<file path="src/rtl/fetch_pkg.sv">
`default_nettype none
// +--------------------------------------------------------------------+
// | fetch_pkg                                                          |
// | Shared state encodings and default widths for the fetch stage.     |
// | Revision: 1.0                                                      |
// +--------------------------------------------------------------------+
package fetch_pkg;

  localparam logic [1:0] FETCH_BOOT  = 2'd0;
  localparam logic [1:0] FETCH_RUN   = 2'd1;
  localparam logic [1:0] FETCH_FLUSH = 2'd2;

  localparam int DEF_PC_W     = 16;
  localparam int DEF_INSTR_W  = 16;
  localparam int DEF_RESET_PC = 0;

  typedef enum logic [1:0] {
    ST_BOOT  = FETCH_BOOT,
    ST_RUN   = FETCH_RUN,
    ST_FLUSH = FETCH_FLUSH
  } fetch_state_e;

endpackage
`default_nettype wire

</file>
<file path="src/rtl/fetch_fifo.sv">
`default_nettype none
// +--------------------------------------------------------------------+
// | fetch_fifo                                                         |
// | DEPTH-entry prefetch FIFO with synchronous flush and occupancy.    |
// | Revision: 1.0                                                      |
// +--------------------------------------------------------------------+
module fetch_fifo #(
  parameter int DEPTH = 4,
  parameter int WIDTH = 32
) (
  input  logic                     clk,
  input  logic                     rst,
  input  logic                     flush,
  input  logic                     push,
  input  logic [WIDTH-1:0]         push_data,
  input  logic                     pop,
  output logic [WIDTH-1:0]         head_data,
  output logic [$clog2(DEPTH):0]   occupancy,
  output logic                     empty
);

  localparam int PTR_W = $clog2(DEPTH);
  localparam int CNT_W = PTR_W + 1;

  logic [WIDTH-1:0] r_mem [DEPTH];
  logic [PTR_W-1:0] r_wr_ptr;
  logic [PTR_W-1:0] r_rd_ptr;
  logic [CNT_W-1:0] r_count;

  logic w_full;
  logic w_empty;
  logic w_do_push;
  logic w_do_pop;

  assign w_full    = (r_count == CNT_W'(DEPTH));
  assign w_empty   = (r_count == '0);
  assign w_do_pop  = pop & ~w_empty;
  // A pop frees the slot the same cycle, so full+pop+push is accepted.
  assign w_do_push = push & ~flush & (~w_full | w_do_pop);

  always_ff @(posedge clk) begin
    if (!rst || flush) begin
      r_wr_ptr <= '0;
      r_rd_ptr <= '0;
      r_count  <= '0;
    end else begin
      if (w_do_push) r_wr_ptr <= r_wr_ptr + PTR_W'(1);
      if (w_do_pop)  r_rd_ptr <= r_rd_ptr + PTR_W'(1);
      r_count <= r_count + CNT_W'(w_do_push) - CNT_W'(w_do_pop);
    end
  end

  always_ff @(posedge clk) begin
    if (w_do_push) r_mem[r_wr_ptr] <= push_data;
  end

  assign head_data = r_mem[r_rd_ptr];
  assign occupancy = r_count;
  assign empty     = w_empty;

endmodule
`default_nettype wire

</file>
<file path="src/rtl/inst_fetch_queue.sv">
`default_nettype none
// +--------------------------------------------------------------------+
// | inst_fetch_queue                                                   |
// | Sequential PC fetch with credit-based prefetch FIFO and redirect.  |
// | Revision: 1.0                                                      |
// +--------------------------------------------------------------------+
module inst_fetch_queue
  import fetch_pkg::*;
#(
  parameter int          PC_W     = DEF_PC_W,
  parameter int          INSTR_W  = DEF_INSTR_W,
  parameter int          DEPTH    = 4,
  parameter int unsigned PC_STEP  = 1,
  parameter int unsigned RESET_PC = DEF_RESET_PC
) (
  input  logic                     clk,
  input  logic                     rst,
  input  logic                     redirect,
  input  logic [PC_W-1:0]          redirect_pc,
  output logic                     imem_en,
  output logic [PC_W-1:0]          imem_addr,
  input  logic [INSTR_W-1:0]       imem_rdata,
  output logic                     dec_valid,
  input  logic                     dec_ready,
  output logic [PC_W-1:0]          dec_pc,
  output logic [INSTR_W-1:0]       dec_instr,
  output logic [$clog2(DEPTH):0]   occupancy
);

  localparam int CNT_W = $clog2(DEPTH) + 1;
  localparam int ENT_W = PC_W + INSTR_W;

  fetch_state_e     r_state;
  logic [PC_W-1:0]  r_fetch_pc;
  logic             r_inflight;
  logic [PC_W-1:0]  r_inflight_pc;

  logic             w_pop;
  logic             w_push;
  logic             w_issue;
  logic             w_empty;
  logic [CNT_W:0]   w_committed;
  logic [ENT_W-1:0] w_head;
  logic [CNT_W-1:0] w_occ;

  assign w_pop  = dec_valid & dec_ready;
  assign w_push = r_inflight & ~redirect;

  // Entries held plus the one landing next cycle, less the one leaving now.
  assign w_committed = {1'b0, w_occ} + (CNT_W+1)'(r_inflight) - (CNT_W+1)'(w_pop);
  assign w_issue     = (r_state == ST_RUN) & ~redirect & (w_committed < (CNT_W+1)'(DEPTH));

  always_ff @(posedge clk) begin
    if (!rst) begin
      r_state       <= ST_BOOT;
      r_fetch_pc    <= PC_W'(RESET_PC);
      r_inflight    <= 1'b0;
      r_inflight_pc <= '0;
    end else begin
      r_inflight <= w_issue;
      if (w_issue) r_inflight_pc <= r_fetch_pc;
      if (redirect) begin
        r_state    <= ST_FLUSH;
        r_fetch_pc <= redirect_pc;
      end else begin
        case (r_state)
          ST_BOOT:  r_state <= ST_RUN;
          ST_FLUSH: r_state <= ST_RUN;
          ST_RUN:   r_state <= ST_RUN;
          default:  r_state <= ST_BOOT;
        endcase
        if (w_issue) r_fetch_pc <= r_fetch_pc + PC_W'(PC_STEP);
      end
    end
  end

  fetch_fifo #(
    .DEPTH (DEPTH),
    .WIDTH (ENT_W)
  ) u_fifo (
    .clk       (clk),
    .rst       (rst),
    .flush     (redirect),
    .push      (w_push),
    .push_data ({r_inflight_pc, imem_rdata}),
    .pop       (w_pop),
    .head_data (w_head),
    .occupancy (w_occ),
    .empty     (w_empty)
  );

  assign imem_en   = w_issue;
  assign imem_addr = r_fetch_pc;
  assign dec_valid = ~w_empty;
  assign dec_pc    = dec_valid ? w_head[ENT_W-1:INSTR_W] : '0;
  assign dec_instr = dec_valid ? w_head[INSTR_W-1:0]     : '0;
  assign occupancy = w_occ;

endmodule
`default_nettype wire

</file>
<file path="config.mk">
export PLATFORM = sky130hd
export DESIGN_NAME = inst_fetch_queue
export DESIGN_NICKNAME = d
export VERILOG_FILES = /design/src/rtl/fetch_pkg.sv /design/src/rtl/fetch_fifo.sv /design/src/rtl/inst_fetch_queue.sv
export SDC_FILE = /design/constraint.sdc
export NUM_CORES = 1
export LEC_CHECK = 0
export ABC_AREA = 1
export CAP_MARGIN = 10
export CORE_AREA = 2 2 149 107
export CTS_CLUSTER_DIAMETER = 30
export DETAILED_ROUTE_END_ITERATION = 16
export DIE_AREA = 0 0 151 109
export PLACE_DENSITY = 0.69
export SLEW_MARGIN = 20
export SYNTH_ARGS = -nofsm -noshare
export SYNTH_HDL_FRONTEND = slang
export SYNTH_HIERARCHICAL = 1
export SYNTH_SLANG_ARGS = --single-unit
</file>
<file path="constraint.sdc">
create_clock -name clk -period 4.4 [get_ports clk]
set_clock_uncertainty 0.2 [all_clocks]
set_input_delay 1.1 -clock clk [delete_from_list [all_inputs] [get_ports clk]]
set_output_delay 1.1 -clock clk [all_outputs]
set_load 0.1 [all_outputs]
</file>
# == Yosys cells after proc, flatten, opt, wreduce, memory -nomap -nowiden ==
# Memories as Yosys holds them, arrays and structs flattened. A register that Yosys moved wholly into a read port is not among the register bits.
# Cells that the tools add are included.
# totals
ramBits,128
word_cells,49
out_inout_bits,53
mem_count,1
ff_bits,42
inputBits,36
# op_classes
addsub,7
bitwise,12
n_eq_ne,3
muxes,10
reduce_logical,7
order_cmp,1
# mem_list
name,depth,width,rd,rd_ports_with_merged_regs,write_ports,line,rtl
u_fifo.r_mem,4,32,1,1,1,fetch_fifo.sv:25,logic [WIDTH-1:0] r_mem [DEPTH];
# ops
cell,n
$mux W16,4
$add A16 B1 Y16 const B,1
$and A1 B1 Y1,7
$mux W2,3
$add A2 B1 Y2 const B,2
$add A3 B1 Y4,1
$lt A4 B3 Y1 const B,1
$not A1 Y1,4
$sub A4 B1 Y4,1
$add A3 B1 Y3,1
$eq A3 B3 Y1 const B,1
$logic_not A3 Y1,1
$mux W1,3
$reduce_or A3 Y1,1
$sub A3 B1 Y3,1
$eq A2 B1 Y1 const B,1
$eq A2 B2 Y1 const B,1
$logic_not A2 Y1,1
$reduce_bool A2 Y1,1
$reduce_or A2 Y1,1
$logic_not A1 Y1,1
$logic_or A1 B1 Y1,1
$or A1 B1 Y1,1

# == Longest topological paths before layout ==
# Gate-level depths: netlist of run 1.
# logic_depth
ltp_word,8
depth_mapped,21
ltp_nobuf,18

# == Modules after synthesis ==
# Netlist of run 1, hierarchy kept.
# by_module_without_submodules
mod,cells_per_inst,instances,area_per_inst_um2,seq_area_each_um2
fetch_fifo,383,1,5285.1,4023.9
inst_fetch_queue,344,1,2123.3,700.7

# == Worst setup path before layout of run 1 ==
# No wires, ideal clock.
# synth_timing
path_kind,register -> output
start,reg u_fifo.r_count[2] (netlist: u_fifo/occupancy[2])
end,out imem_en
stages_incl_launch_ff,19
path_buffers,4
arrival_ns,3.250
required_time_ns,3.100
path_slack_ns,-0.150
cell_sequence,dfxtp_1 inv_1 nand2_1 inv_1 clkbuf_1 clkbuf_1 nor2_1 ha_1 inv_1 ha_1 nand2_1 inv_1 nand2_2 nand2_1 nand2_2 nand2_2 nor2_4 buf_6 buf_12
# synth_between
elab_chain_len,6
elab_cells_between_ends,7
cone_classes,2 x add/sub; 1 x order compare; 3 x bitwise; 1 x reduce/logical
# synth_rtl
item,line,rtl
from (decl),fetch_fifo.sv:28,logic [CNT_W-1:0] r_count;
from (signal assigned),fetch_fifo.sv:49,r_count <= r_count + CNT_W'(w_do_push) - CNT_W'(w_do_pop);
$logic_not A3 Y1,fetch_fifo.sv:36,assign w_empty = (r_count == '0);
named net w_empty,inst_fetch_queue.sv:41,logic w_empty;
$not A1 Y1,inst_fetch_queue.sv:94,assign dec_valid = ~w_empty;
$and A1 B1 Y1,inst_fetch_queue.sv:46,assign w_pop = dec_valid & dec_ready;
named net w_pop,inst_fetch_queue.sv:38,logic w_pop;
$sub A4 B1 Y4,inst_fetch_queue.sv:50,"assign w_committed = {1'b0, w_occ} + (CNT_W+1)'(r_inflight) - (CNT_W+1)'(w_pop);"
$lt A4 B3 Y1,inst_fetch_queue.sv:51,assign w_issue = (r_state == ST_RUN) & ~redirect & (w_committed < (CNT_W+1)'(DEPTH));
$and A1 B1 Y1,inst_fetch_queue.sv:51,
to (decl),inst_fetch_queue.sv:20,"output logic imem_en,"
# The timed path passes the listed nets, and every way through them passes these cells.

# == Final worst setup path of run 1 ==
# layout_timing
start,in dec_ready
end,out imem_en
# layout_between
elab_chain_len,4
# layout_rtl
item,line,rtl
from (decl),inst_fetch_queue.sv:24,"input logic dec_ready,"
$and A1 B1 Y1,inst_fetch_queue.sv:46,
named net w_pop,inst_fetch_queue.sv:38,
$sub A4 B1 Y4,inst_fetch_queue.sv:50,
$lt A4 B3 Y1,inst_fetch_queue.sv:51,
$and A1 B1 Y1,inst_fetch_queue.sv:51,
# The timed path passes the listed nets, and every way through them passes these cells.

==> results of run 1 <==
-- logic make-up after synthesis --
logic type | synth area share
simple gates | 0.161
flops | 0.638
compound gates | 0.100
buf+inv | 0.0731
fa+ha+maj | 0.0196
xor+xnor | 0.00828
-- sequential cells by signal, summed over array words and instances, names as in the netlist, named ones only --
register          count
imem_addr            16
r_inflight            1
r_inflight_pc        16
r_state               2
u_fifo/occupancy      3
u_fifo/r_mem        128
u_fifo/r_rd_ptr       2
u_fifo/r_wr_ptr       2
-- area by class of cell --
class                           count  area share
Clock inverter                     11      0.0158
Multi-Input combinational cell    445       0.244
Clock buffer                       21      0.0489
Timing Repair Buffer              103       0.106
Tap cell                          200      0.0278
Inverter                           77      0.0329
Sequential cell                   172       0.525
-- power by group --
group	switching [mW]	internal, mW
Combinational	0.131	0.0660
Sequential	0.0277	1.76
Clock	0.589	0.893
Total	0.748	2.71
-- final timing paths --
check,startpoint,to,slack [ns]
setup / recovery,dec_ready,imem_en,0.10
hold reg to reg,r_state[0],r_state[0],0.23
hold / removal,r_state[0],r_state[0],0.23
setup reg to reg,u_fifo/occupancy[2],imem_addr[0],1.47
-- layout by cell type (no fill, tap or decap), types with 6 or more instances in the layout --
cell,n
a21oi_1,20
buf_4,45
clkbuf_16,17
clkdlybuf4s50_1,54
dfxtp_1,40
edfxtp_1,128
ha_1,9
inv_1,74
nand2_1,89
nand2_2,6
nand3_1,31
nor2_1,145
nor2_4,7
o21ai_0,52
o21ai_1,29
o22ai_1,32
-- through the flow --
stage	worst slack, ns	power [mW]
after floorplan	0.228	1.93
after global placement	0.0725	2.01
after detailed placement	0.0268	2.01
after CTS	0.00924	3.49
after global routing	0.00174	3.56
final	0.104	3.46
-- cells in the mapped netlist, drive strengths merged --
cell type | number | share of area
nand3 | 33 | 0.022
a21boi | 2 | 0.0020
nand2 | 96 | 0.051
clkinv | 1 | 0.00051
xor2 | 4 | 0.0047
fa | 1 | 0.0027
buf | 24 | 0.029
o21bai | 1 | 0.0010
inv | 76 | 0.040
a21oi | 21 | 0.015
a22oi | 1 | 0.0010
nand4 | 4 | 0.0034
dfxtp | 44 | 0.12
clkbuf | 9 | 0.0046
edfxtp | 128 | 0.52
nor3b | 1 | 0.0017
o21ai | 81 | 0.055
ha | 10 | 0.017
xnor2 | 3 | 0.0035
o22ai | 32 | 0.027
nor2 | 152 | 0.080
nor3 | 3 | 0.0020
-- what timing repair did --
action,in CTS,in global routing
resized for setup,0,4
setup buffers,0,1
setup endpoints to repair,0,1
-- routing by layer --
layer / GRT usage / up-vias / wire, um
met2: 0.343 / 151 / 7710
met1: 0.291 / 2591 / 7820
li1: - / 2635 / -
met4: 0.0594 / 0 / 140
met5: 0 / - / 0
met3: 0.0502 / 13 / 928
==> flow_metrics.py, run 1 <==
metrics = {
    "outcome": {
        "status": "completed",
    },
    "cells_and_area": {
        "instances_no_fill": 1029,
        "final-seq-area_mm2": 0.00473,
        "multi_input_area_mm2": 0.00220,
        "syn2layout_area_growth_pct": 21.7,
        "drive_gt1_frac": 0.121,
        "fillers": 1239,
        "antennaDiodeCount": 0,
        "fin_area_mm2": 0.00901,
        "postLayoutCoreUtil": 0.596,
        "final_nets": 863,
    },
    "sta": {
        "finalHoldViolCount": 0,
        "fin_hold_ws_ns": 0.228,
        "fmax_mhz": 233,
        "tightest_slew_ns": 0.975,
        "slew_headroom": 0.348,
        "finalCritPeriodShare": 0.976,
        "rsz0062_at_grt": "false",
        "slew_violations": 0,
        "finalCriticalPeriod_ns": 4.30,
        "tns_ns": 0,
        "setup_viol": 0,
    },
    "grt": {
        "gr-usage-all-layers": 0.213,
        "antenna_found_initial": 0,
        "overflow": 0,
        "grt_max_degree": 65,
        "grt_pass1_wl_um": 26600,
        "grt_pass1_vias": 5247,
    },
    "pwr": {
        "power_density_mw_per_mm2": 384,
        "p_leak_nw": 3.43,
        "ir_drop_mv": 0.290,
    },
    "yosys": {
        "yosysSeqAreaShare": 0.638,
        "yosysWarnings": 6,
        "syn-mean-instance-area_um2": 10.2,
        "synth_seq_cells": 172,
        "synth.distinct_cells": 32,
        "synth_nets": 774,
        "syn-instance-count": 727,
        "synth_area_mm2": 0.00741,
    },
    "critical_path": {
        "reg2reg_depth": 19,
        "max_stage_delay_ns": 0.45,
        "required_ns": 3.10,
        "crit_chain": "clkdlybuf4s50_1, inv_1, nor2_1, buf_4, ha_1, inv_1, ha_4, nand2_1, inv_1, nand2_2, nand3_2, nand2_2, nor2_4, buf_12",
        "critical_path_arrival_ns": 3.00,
        "path_common_cell": "inv_1",
        "worstPathMaxFanout": 3,
        "startpoint_type": "input pin",
        "cp-end-kind": "primary output",
        "worst-setup-path-type": "input pin to primary output",
        "path_depth": 14,
        "path_buf_inv": 6,
        "crit_slowest_cell": "clkdlybuf4s50_1",
        "crit_family": "buffers and inverters",
    },
    "routing": {
        "ant_nets": 0,
        "first_pass_iters": 5,
        "wirelength_um": 16600,
        "num_vias": 5390,
        "wire_per_inst_um": 16.1,
        "vias_per_cell": 5.24,
        "drc_errors": 0,
        "first_iter_violations": 311,
    },
    "clock_network": {
        "cts.path.max_buffers": 2,
        "cts_tree": "yes",
        "numCtsBuffers": 17,
        "htreeDepth": 4,
        "clock_sink_count": 172,
        "clkLatencyLatePin_ns": 0.42,
        "ctsHoldBuffers": 0,
        "root_buffer": "clkbuf_16",
        "cts.clk_slew.worst_paths_ns": 0.06,
    },
    "placed_design": {
        "placedInstanceArea_mm2": 0.00840,
        "hpwl_um": 10300,
        "numPortBuffers": 88,
        "dpl.cell_count": 996,
        "gp_congestion": 0.909,
    },
    "floorplan": {
        "die_h_um": 109,
        "pin_count": 89,
        "fp-row-count": 38,
        "initial_core_util": 0.490,
        "die_x_um": 151,
        "die-area_mm2": 0.0165,
        "core_mm2": 0.0151,
    },
    "hold_path": {
        "worstHoldPathCells": 1,
        "min_path_type": "register to register",
    },
    "job": {
        "max-cap-violations": 0,
    },
}
Note: power is estimated with default switching activity, not from simulation.
==> inputs of run 2 (changes only) <==
Settings changed: CAP_MARGIN 10 to default, SLEW_MARGIN 20 to 40.
==> run 2 against run 1 <==
  * First-iteration DRC count decreased by 5.5%
  * Non-clock buffer count increased by 1
  * Design area decreased by 1.1%
  * Clock-buffer cell count increased by 5
  * Sequential power about the same
  * Sequential cell count unchanged
  * Via count decreased by 1.6%
  * Critical path depth increased by 1
  * Critical path type unchanged
  * Highest routed layer unchanged
==> flow_metrics.py, run 2 (synthesized netlist as in run 1, its figures left out) <==
metrics = {
    "outcome": {
        "status": "completed",
    },
    "floorplan": {
        "die_x_um": 151,
        "initial_core_util": 0.490,
        "die-area_mm2": 0.0165,
        "fp-row-count": 38,
        "pin_count": 89,
        "core_mm2": 0.0151,
        "die_h_um": 109,
    },
    "pwr": {
        "power_mw": 3.38,
        "ir_drop_mv": 0.289,
        "power_density_mw_per_mm2": 379,
        "p_leak_nw": 3.47,
    },
    "critical_path": {
        "worstPathMaxFanout": 3,
        "crit_family": "buffers and inverters",
        "startpoint_type": "input pin",
        "cp-end-kind": "primary output",
        "path_depth": 15,
        "critical_path_arrival_ns": 2.67,
        "worstReg2RegEnd": "imem_addr[13]",
        "crit_chain": "dlymetal6s2s_1, inv_1, nor2_1, buf_4, ha_2, inv_1, ha_4, nand2_1, inv_1, nand2_2, nand2_2, nand2_2, nand2_2, nor2_4, buf_12",
        "crit_slowest_cell": "ha_4",
        "worst-setup-path-type": "input pin to primary output",
        "reg2reg_depth": 19,
        "reg2reg_from": "u_fifo/occupancy[2]",
        "critPathLaunch": "dec_ready",
        "path_buf_inv": 6,
        "path_common_cell": "nand2_2",
        "required_ns": 3.10,
        "crit_end": "imem_en",
        "max_stage_delay_ns": 0.20,
        "r2r_setup_slack_ns": 1.51,
    },
    "clock_network": {
        "cts_tree": "yes",
        "root_buffer": "clkbuf_16",
        "cts.clk_slew.worst_paths_ns": 0.06,
        "clkLatencyLatePin_ns": 0.42,
        "htreeDepth": 4,
        "ctsHoldBuffers": 0,
        "clock_sink_count": 172,
        "numCtsBuffers": 17,
        "cts.path.max_buffers": 2,
    },
    "routing": {
        "ant_nets": 0,
        "drc_errors": 0,
        "num_vias": 5305,
        "wire_per_inst_um": 15.7,
        "first_pass_iters": 4,
        "first_iter_violations": 294,
        "wirelength_um": 16100,
        "vias_per_cell": 5.15,
    },
    "cells_and_area": {
        "fillers": 1284,
        "top_register": "u_fifo/r_mem",
        "largest_register_ffs": 128,
        "final-seq-area_mm2": 0.00473,
        "final_nets": 864,
        "mostFrequentLayoutCell": "nor2_1",
        "antennaDiodeCount": 0,
        "multi_input_area_mm2": 0.00221,
        "postLayoutCoreUtil": 0.590,
        "syn2layout_area_growth_pct": 20.4,
        "drive_gt1_frac": 0.149,
        "mostFrequentLayoutCells": "nor2_1, edfxtp_1, nand2_1, inv_1, o21ai_0",
        "fin_area_mm2": 0.00892,
    },
    "sta": {
        "slew_violations": 0,
        "fmax_mhz": 252,
        "tns_ns": 0,
        "setup_viol": 0,
        "finalCritPeriodShare": 0.902,
        "slew_headroom": 0.495,
        "rsz0062_at_grt": "false",
        "finalCriticalPeriod_ns": 3.97,
        "tightest_slew_ns": 0.757,
        "finalHoldViolCount": 0,
    },
    "placed_design": {
        "numPortBuffers": 88,
        "gp_congestion": 0.909,
        "placedInstanceArea_mm2": 0.00830,
        "hpwl_um": 10300,
    },
    "job": {
        "max-cap-violations": 0,
    },
    "grt": {
        "grt_pass1_wl_um": 25900,
        "grt_pass1_vias": 5174,
        "antenna_found_initial": 0,
        "overflow": 0,
        "gr-usage-all-layers": 0.207,
        "grt_max_degree": 65,
    },
    "hold_path": {
        "min_path_type": "register to register",
    },
}
-- run 2: cell types whose count changed in the layout (fill, tap and decap cells not counted), moves of 2 or more --
cell             delta
clkdlybuf4s50_1    -20
buf_2              +19
clkinvlp_4          -2
clkbuf_8            +4
clkinv_1            -2
bufinv_16           -2
-- run 2: how the worst min path moves through the flow --
stage / startpoint / to / depth (start not counted)
floorplan: r_state[0] / r_state[0] / 1
global placement: r_state[0] / r_state[0] / 1
detailed placement: r_state[0] / r_state[0] / 1
CTS: r_state[0] / r_state[0] / 1
global route: r_state[0] / r_state[0] / 1
finish: r_state[0] / r_state[0] / 1
-- run 2: metrics by stage --
| stage | hold slack [ns] | worst slack [ns] | cells |
|---|---|---|---|
| 2_1_floorplan | 0.200 | 0.228 | 727 |
| 3_3_place_gp | 0.213 | 0.0725 | 996 |
| 3_5_place_dp | 0.219 | 0.0190 | 996 |
| 4_1_cts | 0.229 | 0.00539 | 1028 |
| 5_1_grt | 0.250 | 0.305 | 1030 |
| 6_report | 0.231 | 0.429 | 1030 |
-- run 2: report_power, final --
part           internal [mW]  switching [mW]  leakage, nW
Combinational         0.0578           0.131         1.69
Sequential              1.76          0.0265         1.50
Clock                  0.839           0.573        0.279
-- run 2: final cells by class --
type / instances / area share
flip-flops and latches: 172 / 0.530
clock inverters: 6 / 0.00702
clock buffers: 26 / 0.0560
well taps: 200 / 0.0281
multi-input cells: 445 / 0.247
repair buffers: 104 / 0.0979
inverters: 77 / 0.0333
-- run 2: metal layers --
metal,share of wire,wire (um),track usage,vias to the layer above
li1,-,-,-,2636
met1,0.47,7610,0.286,2511
met2,0.47,7510,0.335,145
met3,0.054,875,0.0510,13
met4,0.0076,123,0.0487,0
met5,0,0,0,-
-- run 2: worst register-to-register path, cell delays in order (launching register included) --
cell,delay (ns)
dfxtp_2,0.38
inv_1,0.07
nand2_1,0.13
inv_1,0.08
nor2_1,0.09
buf_4,0.13
ha_2,0.15
inv_1,0.05
ha_4,0.26
nand2_1,0.05
inv_1,0.07
nand2_2,0.08
nand2_2,0.08
nand2_2,0.06
nand2_2,0.07
nor2_4,0.06
buf_4,0.23
nor2_4,0.33
nand2_1,0.11
a21oi_1,0.15
-- run 2: timing repair --
| item | CTS | global route |
|---|---|---|
| gates resized for setup | 1 | 7 |
| setup endpoints to repair | 1 | 1 |
| pin swaps | 1 | 4 |
| setup buffers | 0 | 2 |
| cloned | 0 | 0 |
